--- src/rtl/sram_port_arb_if.sv ---
// sram_port_arb_if: bundles the instruction port, data port and SRAM-side signals of
// sram_port_arb. The slave modport is the arbiter's view; master is the environment's view.
interface sram_port_arb_if #(
    parameter int unsigned AWIDTH = 12
);
    // Instruction read port
    logic              I_REQ;
    logic [AWIDTH-1:0] I_ADDR;
    logic              I_GNT;
    logic              I_RVALID;
    logic [31:0]       I_RDATA;
    logic              I_RREADY;

    // Data read/write port
    logic              D_REQ;
    logic              D_WE;
    logic [AWIDTH-1:0] D_ADDR;
    logic [3:0]        D_BE;
    logic [31:0]       D_WDATA;
    logic              D_GNT;
    logic              D_RVALID;
    logic [31:0]       D_RDATA;
    logic              D_RREADY;

    // Single-port SRAM
    logic              SRAM_CSN;
    logic              SRAM_WEN;
    logic [AWIDTH-1:0] SRAM_ADDR;
    logic [3:0]        SRAM_BE;
    logic [31:0]       SRAM_DI;
    logic [31:0]       SRAM_DOUT;

    modport slave (
        input  I_REQ, I_ADDR, I_RREADY,
        input  D_REQ, D_WE, D_ADDR, D_BE, D_WDATA, D_RREADY,
        input  SRAM_DOUT,
        output I_GNT, I_RVALID, I_RDATA,
        output D_GNT, D_RVALID, D_RDATA,
        output SRAM_CSN, SRAM_WEN, SRAM_ADDR, SRAM_BE, SRAM_DI
    );

    modport master (
        output I_REQ, I_ADDR, I_RREADY,
        output D_REQ, D_WE, D_ADDR, D_BE, D_WDATA, D_RREADY,
        output SRAM_DOUT,
        input  I_GNT, I_RVALID, I_RDATA,
        input  D_GNT, D_RVALID, D_RDATA,
        input  SRAM_CSN, SRAM_WEN, SRAM_ADDR, SRAM_BE, SRAM_DI
    );
endinterface

--- src/rtl/sram_port_arb.sv ---
// sram_port_arb: shares one single-port SRAM between an instruction read port and a data
// read/write port. One access in flight at a time: grant (IDLE) -> ACCESS -> RESP.
// Build option: define SRAM_ARB_RR_EN for round-robin arbitration; without it the data
// port always wins and no priority pointer exists.
module sram_port_arb #(
    parameter int unsigned AWIDTH = 12
) (
    input logic            CLK,
    input logic            RST,
    sram_port_arb_if.slave bus
);

    typedef enum logic [1:0] {StIdle, StAccess, StResp} state_e;

    state_e            state_q, state_d;
    logic              owner_q, owner_d;          // 1 = data port owns the access
    logic              sram_csn_q, sram_csn_d;
    logic              sram_wen_q, sram_wen_d;
    logic [AWIDTH-1:0] sram_addr_q, sram_addr_d;
    logic [3:0]        sram_be_q, sram_be_d;
    logic [31:0]       sram_di_q, sram_di_d;
    logic              i_rvalid_q, i_rvalid_d;
    logic              d_rvalid_q, d_rvalid_d;
    logic [31:0]       i_rdata_q, i_rdata_d;
    logic [31:0]       d_rdata_q, d_rdata_d;
    logic              i_gnt, d_gnt;
    logic [31:0]       resp;
    logic              own_rready;

`ifdef SRAM_ARB_RR_EN
    logic              prio_d_q, prio_d_d;        // 1 = data port wins the next tie
`endif

    // Arbitration: grants only in IDLE and never while reset is asserted
    always_comb begin
        i_gnt = 1'b0;
        d_gnt = 1'b0;
`ifdef SRAM_ARB_RR_EN
        prio_d_d = prio_d_q;
`endif
        if (state_q == StIdle && !RST) begin
`ifdef SRAM_ARB_RR_EN
            if (bus.D_REQ && bus.I_REQ) begin
                d_gnt = prio_d_q;
                i_gnt = !prio_d_q;
            end else begin
                d_gnt = bus.D_REQ;
                i_gnt = bus.I_REQ;
            end
            // Hand the next tie to the port that did not just win
            if (d_gnt) begin
                prio_d_d = 1'b0;
            end else if (i_gnt) begin
                prio_d_d = 1'b1;
            end
`else
            d_gnt = bus.D_REQ;
            i_gnt = bus.I_REQ & ~bus.D_REQ;
`endif
        end
    end

    // Next-state logic: latch the winner into the SRAM registers, capture data, hand back
    always_comb begin
        state_d     = state_q;
        owner_d     = owner_q;
        sram_csn_d  = sram_csn_q;
        sram_wen_d  = sram_wen_q;
        sram_addr_d = sram_addr_q;
        sram_be_d   = sram_be_q;
        sram_di_d   = sram_di_q;
        i_rvalid_d  = i_rvalid_q;
        d_rvalid_d  = d_rvalid_q;
        i_rdata_d   = i_rdata_q;
        d_rdata_d   = d_rdata_q;
        resp        = 32'h0;
        own_rready  = owner_q ? bus.D_RREADY : bus.I_RREADY;

        unique case (state_q)
            StIdle: begin
                if (i_gnt || d_gnt) begin
                    state_d     = StAccess;
                    owner_d     = d_gnt;
                    sram_csn_d  = 1'b0;
                    sram_wen_d  = !(d_gnt && bus.D_WE);
                    sram_addr_d = d_gnt ? bus.D_ADDR : bus.I_ADDR;
                    sram_be_d   = (d_gnt && bus.D_WE) ? bus.D_BE : 4'b0000;
                    sram_di_d   = d_gnt ? bus.D_WDATA : sram_di_q;
                end
            end
            StAccess: begin
                state_d    = StResp;
                sram_csn_d = 1'b1;
                sram_wen_d = 1'b1;
                // Writes acknowledge with zero so SRAM_DOUT is only looked at for reads
                resp       = sram_wen_q ? bus.SRAM_DOUT : 32'h0;
                if (owner_q) begin
                    d_rdata_d  = resp;
                    d_rvalid_d = 1'b1;
                end else begin
                    i_rdata_d  = resp;
                    i_rvalid_d = 1'b1;
                end
            end
            StResp: begin
                if (own_rready) begin
                    state_d    = StIdle;
                    i_rvalid_d = 1'b0;
                    d_rvalid_d = 1'b0;
                end
            end
            default: begin
                state_d = StIdle;
            end
        endcase
    end

    // State and output registers with synchronous reset
    always_ff @(posedge CLK) begin
        if (RST) begin
            state_q     <= StIdle;
            owner_q     <= 1'b0;
            sram_csn_q  <= 1'b1;
            sram_wen_q  <= 1'b1;
            sram_addr_q <= '0;
            sram_be_q   <= 4'b0000;
            sram_di_q   <= 32'h0;
            i_rvalid_q  <= 1'b0;
            d_rvalid_q  <= 1'b0;
            i_rdata_q   <= 32'h0;
            d_rdata_q   <= 32'h0;
`ifdef SRAM_ARB_RR_EN
            prio_d_q    <= 1'b1;
`endif
        end else begin
            state_q     <= state_d;
            owner_q     <= owner_d;
            sram_csn_q  <= sram_csn_d;
            sram_wen_q  <= sram_wen_d;
            sram_addr_q <= sram_addr_d;
            sram_be_q   <= sram_be_d;
            sram_di_q   <= sram_di_d;
            i_rvalid_q  <= i_rvalid_d;
            d_rvalid_q  <= d_rvalid_d;
            i_rdata_q   <= i_rdata_d;
            d_rdata_q   <= d_rdata_d;
`ifdef SRAM_ARB_RR_EN
            prio_d_q    <= prio_d_d;
`endif
        end
    end

    assign bus.I_GNT     = i_gnt;
    assign bus.D_GNT     = d_gnt;
    assign bus.I_RVALID  = i_rvalid_q;
    assign bus.D_RVALID  = d_rvalid_q;
    assign bus.I_RDATA   = i_rdata_q;
    assign bus.D_RDATA   = d_rdata_q;
    assign bus.SRAM_CSN  = sram_csn_q;
    assign bus.SRAM_WEN  = sram_wen_q;
    assign bus.SRAM_ADDR = sram_addr_q;
    assign bus.SRAM_BE   = sram_be_q;
    assign bus.SRAM_DI   = sram_di_q;

endmodule

--- src/flat_wrapper.sv ---
// flat-port wrapper written by rule: the top's interface ports become plain ports
module sram_port_arb_flat 
#(
    parameter int unsigned AWIDTH = 12
)
  (CLK, RST, bus_I_REQ, bus_I_ADDR, bus_I_RREADY, bus_D_REQ, bus_D_WE, bus_D_ADDR, bus_D_BE, bus_D_WDATA, bus_D_RREADY, bus_SRAM_DOUT, bus_I_GNT, bus_I_RVALID, bus_I_RDATA, bus_D_GNT, bus_D_RVALID, bus_D_RDATA, bus_SRAM_CSN, bus_SRAM_WEN, bus_SRAM_ADDR, bus_SRAM_BE, bus_SRAM_DI);
  sram_port_arb_if #(.AWIDTH(AWIDTH)) bus_i ();
  input logic CLK;
  input logic RST;
  input wire logic [$bits(bus_i.I_REQ)-1:0] bus_I_REQ;
  input wire logic [$bits(bus_i.I_ADDR)-1:0] bus_I_ADDR;
  input wire logic [$bits(bus_i.I_RREADY)-1:0] bus_I_RREADY;
  input wire logic [$bits(bus_i.D_REQ)-1:0] bus_D_REQ;
  input wire logic [$bits(bus_i.D_WE)-1:0] bus_D_WE;
  input wire logic [$bits(bus_i.D_ADDR)-1:0] bus_D_ADDR;
  input wire logic [$bits(bus_i.D_BE)-1:0] bus_D_BE;
  input wire logic [$bits(bus_i.D_WDATA)-1:0] bus_D_WDATA;
  input wire logic [$bits(bus_i.D_RREADY)-1:0] bus_D_RREADY;
  input wire logic [$bits(bus_i.SRAM_DOUT)-1:0] bus_SRAM_DOUT;
  output wire logic [$bits(bus_i.I_GNT)-1:0] bus_I_GNT;
  output wire logic [$bits(bus_i.I_RVALID)-1:0] bus_I_RVALID;
  output wire logic [$bits(bus_i.I_RDATA)-1:0] bus_I_RDATA;
  output wire logic [$bits(bus_i.D_GNT)-1:0] bus_D_GNT;
  output wire logic [$bits(bus_i.D_RVALID)-1:0] bus_D_RVALID;
  output wire logic [$bits(bus_i.D_RDATA)-1:0] bus_D_RDATA;
  output wire logic [$bits(bus_i.SRAM_CSN)-1:0] bus_SRAM_CSN;
  output wire logic [$bits(bus_i.SRAM_WEN)-1:0] bus_SRAM_WEN;
  output wire logic [$bits(bus_i.SRAM_ADDR)-1:0] bus_SRAM_ADDR;
  output wire logic [$bits(bus_i.SRAM_BE)-1:0] bus_SRAM_BE;
  output wire logic [$bits(bus_i.SRAM_DI)-1:0] bus_SRAM_DI;
  assign bus_i.I_REQ = bus_I_REQ;
  assign bus_i.I_ADDR = bus_I_ADDR;
  assign bus_i.I_RREADY = bus_I_RREADY;
  assign bus_i.D_REQ = bus_D_REQ;
  assign bus_i.D_WE = bus_D_WE;
  assign bus_i.D_ADDR = bus_D_ADDR;
  assign bus_i.D_BE = bus_D_BE;
  assign bus_i.D_WDATA = bus_D_WDATA;
  assign bus_i.D_RREADY = bus_D_RREADY;
  assign bus_i.SRAM_DOUT = bus_SRAM_DOUT;
  assign bus_I_GNT = bus_i.I_GNT;
  assign bus_I_RVALID = bus_i.I_RVALID;
  assign bus_I_RDATA = bus_i.I_RDATA;
  assign bus_D_GNT = bus_i.D_GNT;
  assign bus_D_RVALID = bus_i.D_RVALID;
  assign bus_D_RDATA = bus_i.D_RDATA;
  assign bus_SRAM_CSN = bus_i.SRAM_CSN;
  assign bus_SRAM_WEN = bus_i.SRAM_WEN;
  assign bus_SRAM_ADDR = bus_i.SRAM_ADDR;
  assign bus_SRAM_BE = bus_i.SRAM_BE;
  assign bus_SRAM_DI = bus_i.SRAM_DI;
  sram_port_arb #(.AWIDTH(AWIDTH)) u_core (.CLK(CLK), .RST(RST), .bus(bus_i));
endmodule
--- config.mk ---
export PLATFORM = sky130hd
export DESIGN_NAME = sram_port_arb_flat
export DESIGN_NICKNAME = d
export VERILOG_FILES = /design/src/rtl/sram_port_arb_if.sv /design/src/rtl/sram_port_arb.sv /design/src/flat_wrapper.sv
export SDC_FILE = /design/constraint.sdc
export NUM_CORES = 1
export LEC_CHECK = 0
export CAP_MARGIN = 10
export CELL_PAD_IN_SITES_DETAIL_PLACEMENT = 0
export CELL_PAD_IN_SITES_GLOBAL_PLACEMENT = 1
export CORE_MARGIN = 2
export CORE_UTILIZATION = 29
export DETAILED_ROUTE_END_ITERATION = 7
export HOLD_SLACK_MARGIN = 0.08
export PLACE_DENSITY = 0.78
export REMOVE_ABC_BUFFERS = 1
export SYNTH_ARGS = -nofsm -noshare
export SYNTH_HDL_FRONTEND = slang
export SYNTH_SLANG_ARGS = --single-unit
--- constraint.sdc ---
create_clock -name CLK -period 1.9 [get_ports CLK]
set_input_delay 0.38 -clock CLK [delete_from_list [all_inputs] [get_ports CLK]]
set_output_delay 0.38 -clock CLK [all_outputs]
set_load 0.05 [all_outputs]
==> flow_summary.ini, run 1 <==
[floorplanning]
rows = 46
core_area_sq_mm = 0.01571
die_area_sq_mm = 0.01689
io-pin-count = 217
start_util = 0.2928
fp.dieH_um = 130.0
die_x_um = 130.0

[drt]
drt_wl_total_mm = 14.39
drtPass1Iterations = 7
postRouteAntennaNets = 0
drc_errors = 0
drtIter0Drc = 197
post_drt_via_cell_ratio = 4.669
vias = 4613
wire_per_inst_um = 14.56

[cts]
root_buffer = clkbuf_16
cts_hold_buf = 0
cts_inserted_buffers = 17
clkSinkCount = 119
htree_levels = 4
cts_tree = built
insertion_delay_ps = 410
clockBufferDepth = 2
clk_pin_slew_worst_paths_ps = 50

[layout]
areaGrowthSynthToFinish_pct = 62.69
layout.cells.non_filler = 988
final_util = 0.4764
final_net_count = 862
diodes = 0
fill_cells = 1542
layout-drive-gt1-share = 0.1282

[pwr]
powerDensity_mw_per_mm2 = 1054
leakage_nw = 3.138
switching_power_mw = 2.476
swShare = 0.3140
power_frac_comb = 0.253
p_seq_frac = 0.361
clkPwrFrac = 0.387
power.total_mw = 7.886
internal_power_mw = 5.410
ir_drop_uv = 539.5

[setup_path]
worstPathMaxFanout = 4
startpoint_type = flop
cp-startpoint = u_core.state_q[1]$_SDFFE_PP0P_
cp.arrival_ps = 1510
regToRegEndpoint = u_core.bus.D_RDATA[30]$_SDFFE_PP0P_
r2r_slack_ps = 270
r2r-start = u_core.state_q[1]$_SDFFE_PP0P_
crit_type = flop to output pin
crit_end = bus_I_GNT
reg2reg_depth = 7
cp.required_ps = 1520
crit_path_end_kind = output pin

[synth]
ys_ff_latch = 119
syn_inst = 549
ys_top_cells_by_area = dfxtp_1 (52%), nand2_1 (10%), a21oi_1 (7.3%)
syn_avg_cell_area_sq_um = 8.380
seq_area_frac_synth = 0.5178
synth_edf_count = 0
yosysWarnings = 0
ys.flop_type = dfxtp_1
synth_top_cell_area_share = 0.5178
ys_types = 30
synth.cell_area_sq_mm = 0.004601
synth_top_area_cell = dfxtp_1
async_flop_share = 0

[placed_design]
dpl.hpwl_mm = 9.568
dp_cells = 946
port_buffers = 216
gp_congestion = 0.7540

[timing]
final.setup.tns_ps = 0
fin_crit_sh = 0.9972
rsz0062_at_grt = true
finalSetupViolCount = 0
clock_skew_ps = 8.436
worst-slew-pin-transition_ps = 560.0
slew_headroom = 0.6242
hold_viol_final = 0
timing.fmax_mhz = 527.8
maxSlewViolCount = 0
min_period_ps = 1895

[worst_hold_path]
min_path_type = flop to flop

[grt]
grtUsageTotal = 0.1673
grt_pass1_wl_mm = 21.95
grt_overflow = 0
grt_pass1_vias = 4359
antenna_found_initial = 0
grt_max_degree = 121

[job]
drv_cap = 0

[status]
outcome = complete, no violations
==> repair_timing <==
item | CTS | global route
gates cloned | 1 | 0
pin swaps | 1 | 2
setup endpoints to repair | 90 | 2
resized for setup | 96 | 0
endpoints found under the hold margin | 0 | 0
setup buffers | 4 | 6
==> how the worst min path moves through the flow <==
| stage | cells past startpoint | startpoint | slack, ps | end |
|---|---|---|---|---|
| CTS | 2 | u_core.bus.D_RDATA[19]$_SDFFE_PP0P_ | 450 | u_core.bus.D_RDATA[19]$_SDFFE_PP0P_ |
| finish | 2 | u_core.bus.D_RDATA[5]$_SDFFE_PP0P_ | 450 | u_core.bus.D_RDATA[5]$_SDFFE_PP0P_ |
| global placement | 2 | u_core.bus.I_RDATA[0]$_SDFFE_PP0P_ | 440 | u_core.bus.I_RDATA[0]$_SDFFE_PP0P_ |
| floorplan | 1 | RST | 450 | u_core.bus.SRAM_ADDR[10]$_SDFFE_PP0P_ |
| global route | 2 | u_core.bus.D_RDATA[6]$_SDFFE_PP0P_ | 470 | u_core.bus.D_RDATA[6]$_SDFFE_PP0P_ |
| detailed placement | 2 | u_core.bus.D_RDATA[19]$_SDFFE_PP0P_ | 450 | u_core.bus.D_RDATA[19]$_SDFFE_PP0P_ |
==> layout make-up <==
class,instances,area (sq um),area share
repair buffers,238,2252,0.3009
clock buffers,29,530.5,0.07088
repair inverters,1,8.758,0.001170
flip-flops and latches,119,2386,0.3188
inverters,4,27.53,0.003678
multi-input cells,379,1974,0.2638
well taps,216,270.3,0.03611
clock inverters,2,35.03,0.004681
==> logic make-up (layout without fill, tap and decap cells) <==
| family | Yosys count | in the layout | share of synthesized area |
|---|---|---|---|
| flip-flops | 119 | 119 | 0.5178 |
| buffers and inverters | 51 | 274 | 0.05657 |
| AND/OR/NAND/NOR | 250 | 250 | 0.2502 |
| AO/OA/AOI/OAI | 124 | 124 | 0.1629 |
| adder cells (fa/ha/maj) | 3 | 3 | 0.008160 |
| multiplexers | 2 | 2 | 0.004352 |
==> cells in the mapped netlist, drive strengths merged, types with 3 or more instances <==
cell type  number
clkbuf         13
nand2b         37
a21oi          67
o21ai          36
a311oi         12
inv             3
nand3          64
nor2           16
buf            34
dfxtp         119
ha              3
nand2         125
a32oi           4
==> power by group through the flow <==
| stage | registers, mW | logic [mW] | clock network (mW) |
|---|---|---|---|
| 6_report | 2.84 | 1.99 | 3.05 |
| 5_1_grt | 2.87 | 2.13 | 3.21 |
| 4_1_cts | 2.85 | 1.99 | 3.13 |
| 3_5_place_dp | 2.90 | 2.04 | 0 |
| 3_3_place_gp | 2.89 | 2.02 | 0 |
| 2_1_floorplan | 3.59 | 0.460 | 0 |
==> critical path: stages (launching register included) <==
cell and delay [ps]:
dfxtp_2 320, inv_2 80, ha_4 140, nor2b_4 200, and3b_2 240, buf_12 140
==> metal layers <==
metal | share of wire | vias up | wire [um] | track usage
met2 | 0.46 | 205 | 6585 | 0.2689
li1 | - | 2278 | - | -
met3 | 0.10 | 17 | 1490 | 0.07298
met4 | 0.013 | 0 | 188 | 0.06199
met1 | 0.43 | 2113 | 6123 | 0.1988
met5 | 0 | - | 0 | 0
==> registers in the layout, indices dropped and copies added (netlist names) <==
| signal | flops |
|---|---|
| u_core.bus.SRAM_ADDR | 12 |
| u_core.bus.D_RDATA | 32 |
| u_core.bus.I_RVALID | 1 |
| u_core.bus.SRAM_DI | 32 |
| u_core.bus.SRAM_WEN | 1 |
| u_core.bus.SRAM_CSN | 1 |
| u_core.owner_q | 1 |
| u_core.bus.SRAM_BE | 4 |
| u_core.state_q | 2 |
| u_core.bus.I_RDATA | 32 |
| u_core.bus.D_RVALID | 1 |
==> per-stage QoR <==
stage / hold WS, ps / setup slack (ps) / area (sq um)
floorplan: 447.9 / -217.0 / 4360
global placement: 440.6 / 118.8 / 6922
detailed placement: 447.1 / 38.96 / 6922
CTS: 451.8 / -23.96 / 7440
global route: 466.4 / -67.86 / 7485
finish: 448.5 / 5.238 / 7485
==> placed cells by master (no fill, tap or decap), types with 6 or more instances in the layout <==
| cell type | instances |
|---|---|
| dlygate4sd2_1 | 88 |
| clkbuf_16 | 17 |
| dfxtp_1 | 116 |
| buf_12 | 9 |
| clkbuf_1 | 6 |
| nand3_1 | 64 |
| clkbuf_8 | 6 |
| o21ai_0 | 35 |
| clkdlybuf4s50_1 | 97 |
| nor2_1 | 16 |
| a311oi_2 | 8 |
| nand2_1 | 124 |
| a21oi_1 | 67 |
| buf_4 | 44 |
| nand2b_1 | 37 |
Note: power is estimated with default switching activity, not from simulation.
==> run 2, diff against run 1 <==
--- a/config.mk
+++ b/config.mk
@@ -9,10 +9,11 @@
 export CELL_PAD_IN_SITES_DETAIL_PLACEMENT = 0
 export CELL_PAD_IN_SITES_GLOBAL_PLACEMENT = 1
 export CORE_MARGIN = 2
-export CORE_UTILIZATION = 29
+export CORE_UTILIZATION = 44
 export DETAILED_ROUTE_END_ITERATION = 7
+export DONT_BUFFER_PORTS = 1
 export HOLD_SLACK_MARGIN = 0.08
-export PLACE_DENSITY = 0.78
+export PLACE_DENSITY = 0.76
 export REMOVE_ABC_BUFFERS = 1
 export SYNTH_ARGS = -nofsm -noshare
 export SYNTH_HDL_FRONTEND = slang
==> flow_summary.ini, run 2 (synthesis gave the netlist of run 1 again) <==
[pwr]
power.total_mw = 7.467
switching_power_mw = 2.489
p_seq_frac = 0.480
ir_drop_uv = 517.2
swShare = 0.3334
leakage_nw = 2.092
powerDensity_mw_per_mm2 = 1242
clkPwrFrac = 0.408
internal_power_mw = 4.977
power_frac_comb = 0.112

[drt]
postRouteAntennaNets = 0
drtIter0Drc = 266
wire_per_inst_um = 16.72
vias = 4079
drtPass1Iterations = 6
post_drt_via_cell_ratio = 5.374
drc_errors = 0
drt_wl_total_mm = 12.69

[floorplanning]
die_x_um = 106.3
fp.dieH_um = 106.3
rows = 37
core_area_sq_mm = 0.01023
die_area_sq_mm = 0.01129
start_util = 0.4497
io-pin-count = 217

[placed_design]
gp_congestion = 0.6911
detailedPlace.worstSlack_ps = 225.5
place_area_sq_mm = 0.004712
dp_cells = 655
port_buffers = 0
dpl.hpwl_mm = 7.736

[cts]
cts_hold_buf = 66
cts_tree = built
clkSinkCount = 119
clockBufferDepth = 2
htree_levels = 4
cts_inserted_buffers = 17
clk_pin_slew_worst_paths_ps = 60
root_buffer = clkbuf_8
insertion_delay_ps = 520

[layout]
diodes = 0
final_net_count = 712
layout_common_cells = nand2_1 (124), dfxtp_1 (116), a21oi_1 (67)
final_util = 0.5877
layout-drive-gt1-share = 0.1188
mostFrequentLayoutCell = nand2_1
layout.cells.non_filler = 759
areaGrowthSynthToFinish_pct = 30.70
stdcell_area_sq_mm = 0.006013

[grt]
top_usage_layer = met2
grt_pass1_wl_mm = 20.52
grtUsageTotal = 0.2313
use_met2 = 0.3736
grt_overflow = 0
use_met3 = 0.1196
antenna_found_initial = 0
grt_pass1_vias = 4111
globalRouteMet1Util = 0.2617
grt_max_degree = 122

[worst_hold_path]
min_path_type = primary input to flop

[timing]
final.setup.tns_ps = -54.98
holdWs_ps = -30.13
slew_headroom = 0.6270
rsz0062_at_grt = true
timing.fmax_mhz = 511.5
min_period_ps = 1955
clock_skew_ps = 9.126
setup_slack_ps = -54.98
maxSlewViolCount = 0
worst-slew-pin-transition_ps = 558.8
hold_viol_final = 36
fin_crit_sh = 1.029
finalSetupViolCount = 1

[setup_path]
startpoint_type = flop
r2r_slack_ps = 140
cp.arrival_ps = 1570
crit_type = flop to output pin
cp.required_ps = 1520
crit_path_end_kind = output pin
worstPathMaxFanout = 3

[job]
drv_cap = 0

[status]
outcome = complete, but fails checks
violations = negative hold slack, negative setup slack
-- run 2: changes by cell type in the layout (fill, tap and decap cells not counted), sizes merged, moves of 3 or more --
| cell | delta |
|---|---|
| clkinvlp | +6 |
| clkbuf | -12 |
| clkdlybuf4s50 | -97 |
| dlygate4sd2 | -88 |
| dlygate4sd3 | +66 |
| clkinv | +3 |
| buf | -30 |
-- run 2: routing by layer --
metal | share of wire | vias up
li1 | - | 1983
met2 | 0.48 | 183
met5 | 0 | -
met3 | 0.12 | 20
met1 | 0.39 | 1893
met4 | 0.019 | 0
-- run 2: critical path: stages, from the launching register on --
cell and delay, ps:
dfxtp_2 320, inv_2 70, ha_4 130, nor2b_4 180
and3b_1 200, buf_6 170
-- run 2: power by group through the flow --
stage	Sequential (mW)	Combinational [mW]	Clock (mW)
finish	3.58	0.838	3.05
global route	3.61	0.940	3.23
CTS	3.58	0.826	3.10
detailed placement	3.63	0.672	0
global placement	3.63	0.648	0
floorplan	3.59	0.460	0
-- run 2: final cells by class --
cell class	count	area [sq um]
clock buffers	17	414.1
clock inverters	15	155.1
fillers	911	4218
inverters	4	27.53
multi-input cells	379	1973
flip-flops and latches	119	2386
well taps	136	170.2
repair buffers	89	887.1
-- run 2: what timing repair did --
| item | 4_1_cts | 5_1_grt |
|---|---|---|
| gates resized for setup | 7 | 2 |
| hold endpoints to repair | 118 | 85 |
| endpoints found under the setup margin | 2 | 6 |
| pin swaps | 2 | 2 |
| buffers inserted | 5 | 1 |
-- run 2: final timing paths --
kind,startpoint,end,cells after the start
setup / recovery,u_core.state_q[0]$_SDFFE_PP0P_,bus_I_GNT,5
hold / removal,RST,u_core.bus.D_RDATA[8]$_SDFFE_PP0P_,1
setup reg to reg,u_core.state_q[0]$_SDFFE_PP0P_,u_core.bus.SRAM_DI[27]$_SDFFE_PP0P_,8
hold reg to reg,u_core.owner_q$_SDFFE_PP0P_,u_core.owner_q$_SDFFE_PP0P_,2
==> run 3, diff against run 2 <==
--- a/config.mk
+++ b/config.mk
@@ -13,7 +13,7 @@
 export DETAILED_ROUTE_END_ITERATION = 7
 export DONT_BUFFER_PORTS = 1
 export HOLD_SLACK_MARGIN = 0.08
-export PLACE_DENSITY = 0.76
+export PLACE_DENSITY = 0.75
 export REMOVE_ABC_BUFFERS = 1
 export SYNTH_ARGS = -nofsm -noshare
 export SYNTH_HDL_FRONTEND = slang
==> flow_summary.ini, run 3 (synthesis gave the netlist of run 1 again) <==
[timing]
holdWs_ps = -40.06
hold_viol_final = 6
clock_skew_ps = 8.314
setup_slack_ps = -113.3
maxSlewViolCount = 0
finalSetupViolCount = 13
slew_headroom = 0.6135
fin_crit_sh = 1.060
min_period_ps = 2013
worst-slew-pin-transition_ps = 579.0
timing.fmax_mhz = 496.7
rsz0062_at_grt = true

[cts]
htree_levels = 4
clk_pin_slew_worst_paths_ps = 60
cts_inserted_buffers = 17
clkSinkCount = 119
insertion_delay_ps = 520
clockBufferDepth = 2
root_buffer = clkbuf_8
cts_hold_buf = 67
cts_tree = built

[drt]
drtIter0Drc = 231
drt_wl_total_mm = 13.48
postRouteAntennaNets = 0
post_drt_via_cell_ratio = 5.397
wire_per_inst_um = 17.76
vias = 4096
drtPass1Iterations = 4
drc_errors = 0

[setup_path]
slowest_stage = dfxtp_2
crit_path_end_kind = output pin
cp.required_ps = 1520
cp.arrival_ps = 1630
worstPathMaxFanout = 7
slowest_delay_ps = 340
startpoint_type = flop
path_cells = inv_2, ha_4, nor2b_4, buf_12, nand2_8, clkinv_8, buf_16
crit_type = flop to output pin

[layout]
layout_common_cells = nand2_1 (124), dfxtp_1 (116), a21oi_1 (67)
mostFrequentLayoutCell = nand2_1
layout-drive-gt1-share = 0.1140
final_net_count = 714
multiInputGateArea_sq_mm = 0.001982
fill_cells = 858
diodes = 0
areaGrowthSynthToFinish_pct = 33.42
final_util = 0.6000
regArea_sq_mm = 0.002386

[floorplanning]
die_x_um = 106.3
fp.dieH_um = 106.3
start_util = 0.4497
io-pin-count = 217
die_area_sq_mm = 0.01129
rows = 37
core_area_sq_mm = 0.01023

[grt]
antenna_found_initial = 0
use_met2 = 0.3860
globalRouteMet1Util = 0.2592
grtUsageTotal = 0.2321
grt_pass1_wl_mm = 20.55
top_usage_layer = met2
grt_pass1_vias = 4121
grt_max_degree = 122
grt_overflow = 0
use_met3 = 0.09626

[job]
drv_cap = 0

[pwr]
leakage_nw = 2.186
powerDensity_mw_per_mm2 = 1242
ir_drop_uv = 620.1

[placed_design]
detailedPlace.worstSlack_ps = 181.2
dpl.hpwl_mm = 7.437
port_buffers = 0
gp_congestion = 0.7207

[worst_hold_path]
min_path_type = primary input to flop

[status]
violations = negative hold slack, negative setup slack
outcome = complete, but fails checks
[run 3: final timing paths]
path,start,cells after the start,slack [ps],to
worst min register to register,u_core.bus.SRAM_WEN$_SDFFE_PP1P_,2,580,u_core.bus.D_RDATA[11]$_SDFFE_PP0P_
worst max-delay path,u_core.state_q[0]$_SDFFE_PP0P_,7,-110,bus_D_GNT
worst max register to register,u_core.state_q[0]$_SDFFE_PP0P_,10,-90,u_core.bus.SRAM_DI[24]$_SDFFE_PP0P_
worst min-delay path,RST,1,-40,u_core.bus.SRAM_BE[3]$_SDFFE_PP0P_
[run 3: layer usage]
layer | share of wire | vias to the layer above
met1 | 0.39 | 1912
met4 | 0.018 | 0
li1 | - | 1982
met5 | 0 | -
met2 | 0.49 | 181
met3 | 0.10 | 21
[run 3: per-stage QoR]
stage          hold WS [ps]  cells  area, sq um  TNS (ps)  total power, mW
3_3_place_gp          467.5    647         4690         0            4.277
3_5_place_dp          468.8    647         4690         0            4.304
4_1_cts              -86.61    749         6032    -239.4            7.602
5_1_grt              -74.94    759         6138     -1389            7.902
6_report             -40.06    759         6138    -759.7            7.625
2_1_floorplan         447.9    502         4360     -9111            4.048
[run 3: what timing repair did]
item | in CTS | in global routing
resized for setup | 10 | 1
pin swaps | 3 | 3
buffers inserted | 4 | 9
hold endpoints to repair | 119 | 85
gates cloned | 1 | 2
endpoints found under the setup margin | 2 | 13
[run 3: area by class of cell]
| cell class | instances | share of cell area |
|---|---|---|
| multi-input combinational | 379 | 0.3229 |
| sequential | 119 | 0.3887 |
| timing repair inverter | 1 | 0.001427 |
| tap | 136 | 0.02772 |
| timing repair buffer | 90 | 0.1625 |
| clock buffer | 21 | 0.07154 |
| inverter | 4 | 0.004484 |
| clock inverter | 9 | 0.02079 |
[run 3: worst max-delay path, delay by kind of cell, from the launching register on]
family,cells,cell delay [ps]
flops,1,340
fa+ha+maj,1,150
simple gates,2,210
buf+inv,4,400
[run 3: power by group]
group	leakage, nW	internal (mW)	switching [mW]
clock	0.270	2.01	1.10
combinational	0.944	0.466	0.473
sequential	0.972	2.71	0.867
total	2.19	5.19	2.44
